[src/rtl/debug_resp_tx.sv]
`timescale 1ns / 1ps
`default_nettype none
// +--------------------------------------------------------------------------+
// | Module   : debug_resp_tx                                                 |
// | Purpose  : Response path of the UART register debugger. Takes one        |
// |            read-result byte, formats it as two uppercase ASCII hex       |
// |            characters followed by CR LF (or "ER" CR LF on error), and    |
// |            serializes each character on the TX line as 8N1, LSB first.   |
// | Ports    : clk          - system clock, rising-edge active               |
// |            rst_n        - asynchronous active-low reset                  |
// |            i_resp_valid - response request from the command decoder      |
// |            o_resp_ready - request accepted when high (IDLE only)         |
// |            i_resp_data  - register value to report                       |
// |            i_resp_err   - report "ER" instead of the hex digits          |
// |            o_uart_tx    - registered serial line, idle high              |
// |            o_busy       - frame in progress (~o_resp_ready)              |
// | Options  : DEBUG_RESP_PROMPT_EN - when defined, a '>' prompt character   |
// |            is appended after LF (5 characters per frame).                |
// | Revision : 1.0 - initial release                                         |
// +--------------------------------------------------------------------------+
module debug_resp_tx #(
  parameter int CLK_FREQ  = 50000000,
  parameter int BAUD_RATE = 115200
) (
  input  logic       clk,
  input  logic       rst_n,
  input  logic       i_resp_valid,
  output logic       o_resp_ready,
  input  logic [7:0] i_resp_data,
  input  logic       i_resp_err,
  output logic       o_uart_tx,
  output logic       o_busy
);

  localparam int CLKS_PER_BIT = CLK_FREQ / BAUD_RATE;
  // Keep at least one counter bit so a degenerate 1-cycle bit still elaborates.
  localparam int CNT_W = (CLKS_PER_BIT > 1) ? $clog2(CLKS_PER_BIT) : 1;
  localparam logic [CNT_W-1:0] CNT_LAST = CNT_W'(CLKS_PER_BIT - 1);

`ifdef DEBUG_RESP_PROMPT_EN
  localparam int CHR_W = 3;
  localparam logic [CHR_W-1:0] CHR_LAST = 3'd4;
`else
  localparam int CHR_W = 2;
  localparam logic [CHR_W-1:0] CHR_LAST = 2'd3;
`endif

  typedef enum logic [1:0] {
    IDLE  = 2'd0,
    START = 2'd1,
    DATA  = 2'd2,
    STOP  = 2'd3
  } state_t;

  state_t           state_q, state_d;
  logic [CNT_W-1:0] baud_q,  baud_d;
  logic [2:0]       bit_q,   bit_d;
  logic [CHR_W-1:0] chr_q,   chr_d;
  logic [7:0]       shift_q, shift_d;
  logic [7:0]       data_q,  data_d;
  logic             err_q,   err_d;
  logic             tx_q,    tx_d;

  // ASCII uppercase hex digit.
  function automatic logic [7:0] hex_char(input logic [3:0] n);
    logic [7:0] c;
    if (n <= 4'd9) c = 8'h30 + {4'h0, n};
    else           c = 8'h37 + {4'h0, n};
    return c;
  endfunction

  // Character at position idx of the response line.
  function automatic logic [7:0] char_at(input logic [CHR_W-1:0] idx,
                                         input logic [7:0]       data,
                                         input logic             err);
    logic [7:0] c;
    case (idx)
      CHR_W'(0): c = err ? 8'h45 : hex_char(data[7:4]);
      CHR_W'(1): c = err ? 8'h52 : hex_char(data[3:0]);
      CHR_W'(2): c = 8'h0D;
`ifdef DEBUG_RESP_PROMPT_EN
      CHR_W'(3): c = 8'h0A;
      default:   c = 8'h3E;
`else
      default:   c = 8'h0A;
`endif
    endcase
    return c;
  endfunction

  always_comb begin
    state_d = state_q;
    baud_d  = baud_q;
    bit_d   = bit_q;
    chr_d   = chr_q;
    shift_d = shift_q;
    data_d  = data_q;
    err_d   = err_q;
    tx_d    = tx_q;

    case (state_q)
      IDLE: begin
        tx_d   = 1'b1;
        baud_d = '0;
        bit_d  = '0;
        chr_d  = '0;
        if (i_resp_valid) begin
          // Character 0 comes straight from the inputs so the start bit can
          // be driven on the handshake edge itself.
          data_d  = i_resp_data;
          err_d   = i_resp_err;
          shift_d = char_at('0, i_resp_data, i_resp_err);
          tx_d    = 1'b0;
          state_d = START;
        end
      end

      START: begin
        if (baud_q == CNT_LAST) begin
          baud_d  = '0;
          bit_d   = '0;
          tx_d    = shift_q[0];
          shift_d = {1'b0, shift_q[7:1]};
          state_d = DATA;
        end else begin
          baud_d = baud_q + CNT_W'(1);
        end
      end

      DATA: begin
        if (baud_q == CNT_LAST) begin
          baud_d = '0;
          if (bit_q == 3'd7) begin
            tx_d    = 1'b1;
            state_d = STOP;
          end else begin
            bit_d   = bit_q + 3'd1;
            tx_d    = shift_q[0];
            shift_d = {1'b0, shift_q[7:1]};
          end
        end else begin
          baud_d = baud_q + CNT_W'(1);
        end
      end

      STOP: begin
        if (baud_q == CNT_LAST) begin
          baud_d = '0;
          if (chr_q == CHR_LAST) begin
            tx_d    = 1'b1;
            state_d = IDLE;
          end else begin
            // Next character starts immediately: no idle gap inside a line.
            chr_d   = chr_q + CHR_W'(1);
            shift_d = char_at(chr_q + CHR_W'(1), data_q, err_q);
            tx_d    = 1'b0;
            state_d = START;
          end
        end else begin
          baud_d = baud_q + CNT_W'(1);
        end
      end

      default: begin
        tx_d    = 1'b1;
        state_d = IDLE;
      end
    endcase
  end

  always_ff @(posedge clk or negedge rst_n) begin
    if (!rst_n) begin
      state_q <= IDLE;
      baud_q  <= '0;
      bit_q   <= '0;
      chr_q   <= '0;
      shift_q <= '0;
      data_q  <= '0;
      err_q   <= 1'b0;
      tx_q    <= 1'b1;
    end else begin
      state_q <= state_d;
      baud_q  <= baud_d;
      bit_q   <= bit_d;
      chr_q   <= chr_d;
      shift_q <= shift_d;
      data_q  <= data_d;
      err_q   <= err_d;
      tx_q    <= tx_d;
    end
  end

  assign o_resp_ready = (state_q == IDLE);
  assign o_busy       = ~o_resp_ready;
  assign o_uart_tx    = tx_q;

endmodule
`default_nettype wire
[config.mk]
export PLATFORM = sky130hd
export DESIGN_NAME = debug_resp_tx
export DESIGN_NICKNAME = d
export VERILOG_FILES = /design/src/rtl/debug_resp_tx.sv
export SDC_FILE = /design/constraint.sdc
export NUM_CORES = 1
export LEC_CHECK = 0
export ABC_AREA = 1
export CAP_MARGIN = 20
export CORE_MARGIN = 2
export CORE_UTILIZATION = 55
export DETAILED_ROUTE_END_ITERATION = 16
export PLACE_DENSITY = 0.75
export SYNTH_ARGS = -nofsm -noshare
export SYNTH_HDL_FRONTEND = slang
export SYNTH_SLANG_ARGS = --single-unit
[constraint.sdc]
create_clock -name clk -period 3.4 [get_ports clk]
set_clock_uncertainty 0.1 [all_clocks]
set_input_delay 0.68 -clock clk [delete_from_list [all_inputs] [get_ports clk]]
set_output_delay 0.68 -clock clk [all_outputs]
set_load 0.005 [all_outputs]
; Word-level counts from Yosys, hierarchy flattened
; Cells that the tools add are included.
[classes]
add_sub_neg = 9
order_cmp = 3
n_eq_ne = 15
n_mux = 37
n_bitwise = 1
reduce_logical = 11
[ops]
columns = cell, count
row1 = $mux W8, 9
row2 = $add A6 B4 Y7 const A, 6
row3 = $pmux W8 S4, 1
row4 = $pmux W8 S3, 1
row5 = $mux W7, 3
row6 = $pmux W9 S2, 1
row7 = $mux W2, 7
row8 = $ne A2 B2 Y1 const B, 7
row9 = $le A4 B4 Y1 const B, 3
row10 = $add A9 B1 Y9 const B, 1
row11 = $eq A9 B9 Y1 const B, 1
row12 = $mux W3, 3
row13 = $mux W9, 1
row14 = $pmux W3 S3, 1
row15 = $eq A2 B2 Y1 const B, 4
row16 = $pmux W2 S4, 1
row17 = $mux W1, 7
row18 = $reduce_and A3 Y1, 2
row19 = $reduce_and A6 Y1, 1
row20 = $reduce_and A5 Y1, 1
row21 = $eq A2 B1 Y1 const B, 2
row22 = $logic_not A2 Y1, 2
row23 = $pmux W1 S4, 1
row24 = $pmux W2 S2, 1
row25 = other kinds (9), 9
[word_totals]
reg_bits = 34
input_bits = 12
output_inout_bits = 3
wordCells = 84

; Longest topological paths before layout
[depth]
word_depth = 7
mapped_depth = 11
depth_no_buf = 11

; Worst setup path after synthesis
; Ideal clock, no wire load.
[synth_path]
kind = input -> register
from = input port i_resp_data[4]
to = register shift_q[5]
setup_time_ns = 0.121
arrival_time_ns = 1.545
required_time_ns = 3.179
path_slack_ns = 1.634
stages = 10
n_path_buf = 0
cell_sequence = inv_1 > ha_1 > inv_1 > nand2_1 > nand2_1 > nand2_1 > o21ai_0 > nand2_1 > nor2_1 > a21oi_2
[synth_between]
elab_chain_len = 5
elab_cells_between_ends = 7
classes_between = 2 x add/sub / 1 x order compare / 4 x mux
[synth_lines]
columns = element, line
row1 = start: declaration, 29  ; input logic [7:0] i_resp_data,
row2 = $add A6 B4 Y7 (tied with other cells), 68  ; else c = 8'h37 + {4'h0, n};
row3 = $mux W7 (*), 67  ; if (n <= 4'd9) c = 8'h30 + {4'h0, n};
row4 = $mux W8 (*), 78  ; CHR_W'(0): c = err ? 8'h45 : hex_char(data[7:4]);
row5 = $mux W8 (*), 107  ; if (i_resp_valid) begin
row6 = $pmux W8 S4 (*), 101  ; case (state_q)
row7 = end signal: assignment, 186  ; shift_q <= shift_d;
row8 = end: declaration, 59  ; logic [7:0] shift_q, shift_d;
; Every way passes the cells marked *; elsewhere a longest branch is shown, timed or not. The select of a mux whose other input is x is not followed.
; A chain may end at the register's enable or synchronous reset.

; Worst setup path in the final report
[layout_path]
from = register state_q[0]
to = output port o_busy
[layout_between]
elab_chain_len = 2
[layout_lines]
columns = element, line
row1 = start: declaration, 55  ; state_t state_q, state_d;
row2 = start signal: assignment, 182  ; state_q <= state_d;
row3 = $logic_not A2 Y1, 193  ; assign o_resp_ready = (state_q == IDLE);
row4 = $not A1 Y1, 194  ; assign o_busy = ~o_resp_ready;
row5 = end: declaration, 32  ; output logic o_busy
; No other way between the ends.

==> results.sh <==
export IMPL_status="completed"
export IMPL_swShare=0.215
export IMPL_drive_gt1_frac=0.102
export IMPL_tightest_slew_ps=578
export IMPL_start_kind="flip-flop"
export IMPL_worstPathArrival_ps=1860
export IMPL_r2r_cells=10
export IMPL_synthXorXnorAreaFrac=0.00806
export IMPL_clk_latency_ps=280
export IMPL_synthToLayoutAreaGrowth_pct=12.7
export IMPL_synth_adder_area_share=0.109
export IMPL_max_freq_mhz=379
export IMPL_start_util=0.581
export IMPL_grt_total_usage=0.225
export IMPL_fin_ws_ps=763
export IMPL_clkPwrFrac=0.419
export IMPL_cts_root_buffer="clkbuf_8"
export IMPL_die_area_mm2=0.00447
export IMPL_wl_per_cell_um=11.9
export IMPL_firstDrtPassIters=4
export IMPL_vias=1805
export IMPL_synth_cell_types=32
export IMPL_crit_required_ps=2620
export IMPL_reg2reg_from="state_q[0]$_DFFE_PN0P_"
export IMPL_synth_seq_area_share=0.381
export IMPL_synth_warnings=0
export IMPL_ir_drop_mv=0.261
export IMPL_cp_max_fo=11
export IMPL_die_w_um=66.9
export IMPL_overflow=0
export IMPL_rsz0062_at_grt="no"
export IMPL_fp_dieH_um=66.9
export IMPL_fillerInstances=334
export IMPL_fin_crit_sh=0.776
export IMPL_antenna_diode_count=0
export IMPL_yosysTopAreaCell="dfrtp_1"
export IMPL_p_sw_uw=157
export IMPL_finalPower_uw=729
export IMPL_synth_compound_area_share=0.121
export IMPL_power_leakage_nw=1.24
export IMPL_placementRows=22
export IMPL_synth_top_family_by_area="simple AND/OR/NAND/NOR gates"
export IMPL_relSlewSlack=0.614
export IMPL_drc=0
export IMPL_cts_path_max_buffers=2
export IMPL_r2r_end="shift_q[2]$_DFFE_PN0P_"
export IMPL_drt_iter0_markers=109
export IMPL_p_comb_frac=0.042
export IMPL_numCtsBuffers=5
export IMPL_synth_seq_cells=33
export IMPL_core_mm2=0.00374
export IMPL_worst_setup_path_type="reg -> out"
export IMPL_avgSynthCellArea_um2=7.60
export IMPL_worstSetupEndpointType="output pin"
export IMPL_p_int_uw=572
export IMPL_tns_ps=0
export IMPL_io_buffers=14
export IMPL_syn_area_mm2=0.00217
export IMPL_drv_slew=0
export IMPL_finalHoldViolCount=0
export IMPL_maxCapViolCount=0
export IMPL_hold_ws_ps=387
export IMPL_ios=15
export IMPL_ctsHoldBuffers=0
export IMPL_gp_congestion=0.874
export IMPL_pwr_density_cell_mw_per_mm2=298
export IMPL_h_tree_depth=2
export IMPL_min_period_ps=2640
export IMPL_finalInstanceArea_mm2=0.00245
export IMPL_synth_area_mux_share=0.00518
export IMPL_min_path_type="reg -> reg"
export IMPL_grt_first_pass_wirelength_um=7460
export IMPL_ant_nets=0
export IMPL_synth_simple_area_share=0.296
export IMPL_grt_pass1_vias=1756
export IMPL_drt_wl_total_um=4210
export IMPL_cts_sinks=33
export IMPL_nets=334
export IMPL_grt_max_degree=34
export IMPL_hpwl_um=3130
export IMPL_dpl_cell_area_mm2=0.00236
export IMPL_vias_per_cell=5.13
export IMPL_clk_pin_slew_ps=70
export IMPL_syn_instance_count=286
export IMPL_seq_power_share=0.539
export IMPL_startpoint="state_q[0]$_DFFE_PN0P_"
export IMPL_tritoncts="built"
export IMPL_setup_violations=0
export IMPL_cts_resized_gates=0
export IMPL_synth_top_cell_area_share=0.368
export IMPL_synth_nets=317
export IMPL_dpl_worst_slack_ps=932
export IMPL_antenna_found_initial=0
export IMPL_crit_path_end="o_busy"
export IMPL_post_cts_buffers=0
export IMPL_yosys_top_cells_area="dfrtp_1 (37%), ha_1 (11%), nand2_1 (11%)"
export IMPL_reg2reg_setup_slack_ps=1400
-- cells in the final DEF (no fill, tap or decap) --
master,n
xor2_1,1
o21ai_1,2
o21ai_0,16
nand2_4,1
nor3_1,3
clkdlybuf4s50_1,14
nand3_1,29
nor2_1,32
inv_1,36
nand3_2,1
nor3_2,3
xnor2_1,1
a21oi_1,17
ha_1,19
buf_4,1
clkbuf_8,6
dfstp_2,1
mux2_2,1
nor2_2,3
nand2_2,2
nor3b_2,1
o21ai_2,1
inv_2,3
nor3b_1,2
dfrtp_1,32
clkinv_1,1
or2_1,1
a211oi_2,1
o21ai_4,1
nand4_1,3
clkbuf_1,2
a21oi_2,5
nand2_1,61
a31oi_1,1
-- cell type report --
cell class	count	area [um^2]	area share
Tap cell	48	60.1	0.0245
Inverter	40	150	0.0613
Sequential cell	33	827	0.338
Multi-Input combinational cell	208	1170	0.479
Clock buffer	8	90.1	0.0368
Timing Repair Buffer	15	148	0.0603
-- cell usage after synthesis --
library cell   n
o21ai_1        2
nand2_2        2
nor3b_1        2
o21ai_4        1
o21ai_2        1
nand3_1       29
nand2_4        1
nor2_1        32
mux2_2         1
nor3_2         3
inv_2          3
a211oi_2       1
nand2_1       61
clkinv_1       1
o21ai_0       16
dfstp_2        1
a21oi_1       17
a21oi_2        5
a31oi_1        1
nor3b_2        1
xnor2_1        1
ha_1          19
dfrtp_1       32
nand3_2        1
xor2_1         1
nor2_2         3
nand4_1        3
buf_2          3
nor3_1         3
clkbuf_1       2
or2_1          1
inv_1         36
-- per-stage QoR --
stage,std cells,utilization
6_report,352,0.654
5_1_grt,352,0.654
4_1_cts,352,0.654
3_5_place_dp,344,0.630
3_3_place_gp,344,0.630
2_1_floorplan,286,-
-- cell families after synthesis --
group / Yosys count
adder cells (fa/ha/maj): 19
XOR/XNOR: 2
AND/OR/NAND/NOR: 142
AO/OA/AOI/OAI: 44
buffers and inverters: 45
flip-flops: 33
multiplexers: 1
-- how the worst min path moves through the flow --
stage | from | endpoint | cells past startpoint
2_1_floorplan | rst_n | baud_q[0]$_DFF_PN0_ | 0
3_3_place_gp | shift_q[4]$_DFFE_PN0P_ | shift_q[4]$_DFFE_PN0P_ | 2
3_5_place_dp | shift_q[4]$_DFFE_PN0P_ | shift_q[4]$_DFFE_PN0P_ | 2
4_1_cts | shift_q[4]$_DFFE_PN0P_ | shift_q[4]$_DFFE_PN0P_ | 2
5_1_grt | shift_q[4]$_DFFE_PN0P_ | shift_q[4]$_DFFE_PN0P_ | 2
6_report | shift_q[4]$_DFFE_PN0P_ | shift_q[4]$_DFFE_PN0P_ | 2
-- worst max-delay path, cell delays in order (launching register included) --
cell and delay, ps:
dfrtp_1 400, inv_1 110, ha_1 320, inv_2 210
clkdlybuf4s50_1 540
-- flip-flops by register name, indices dropped and copies added, names as in the netlist --
signal / flops
baud_q: 9
data_q: 8
shift_q: 7
bit_q: 3
chr_q: 2
state_q: 2
err_q: 1
o_uart_tx: 1
-- metal layers --
metal / wire (um) / part of all wire / GRT usage / up-vias
li1: - / - / - / 958
met4: 69 / 0.016 / 0.102 / 0
met1: 2150 / 0.51 / 0.301 / 806
met5: 0 / 0 / 0 / -
met2: 1850 / 0.44 / 0.343 / 34
met3: 143 / 0.034 / 0.0574 / 7
-- power by group through the flow --
stage	clock, mW	combinational [mW]	sequential [mW]
after floorplan	0	0.00667	0.400
after global placement	0	0.0312	0.400
after detailed placement	0	0.0313	0.400
after CTS	0.315	0.0317	0.393
after global routing	0.329	0.0354	0.392
final	0.306	0.0309	0.393
Note: power is estimated with default switching activity, not from simulation.
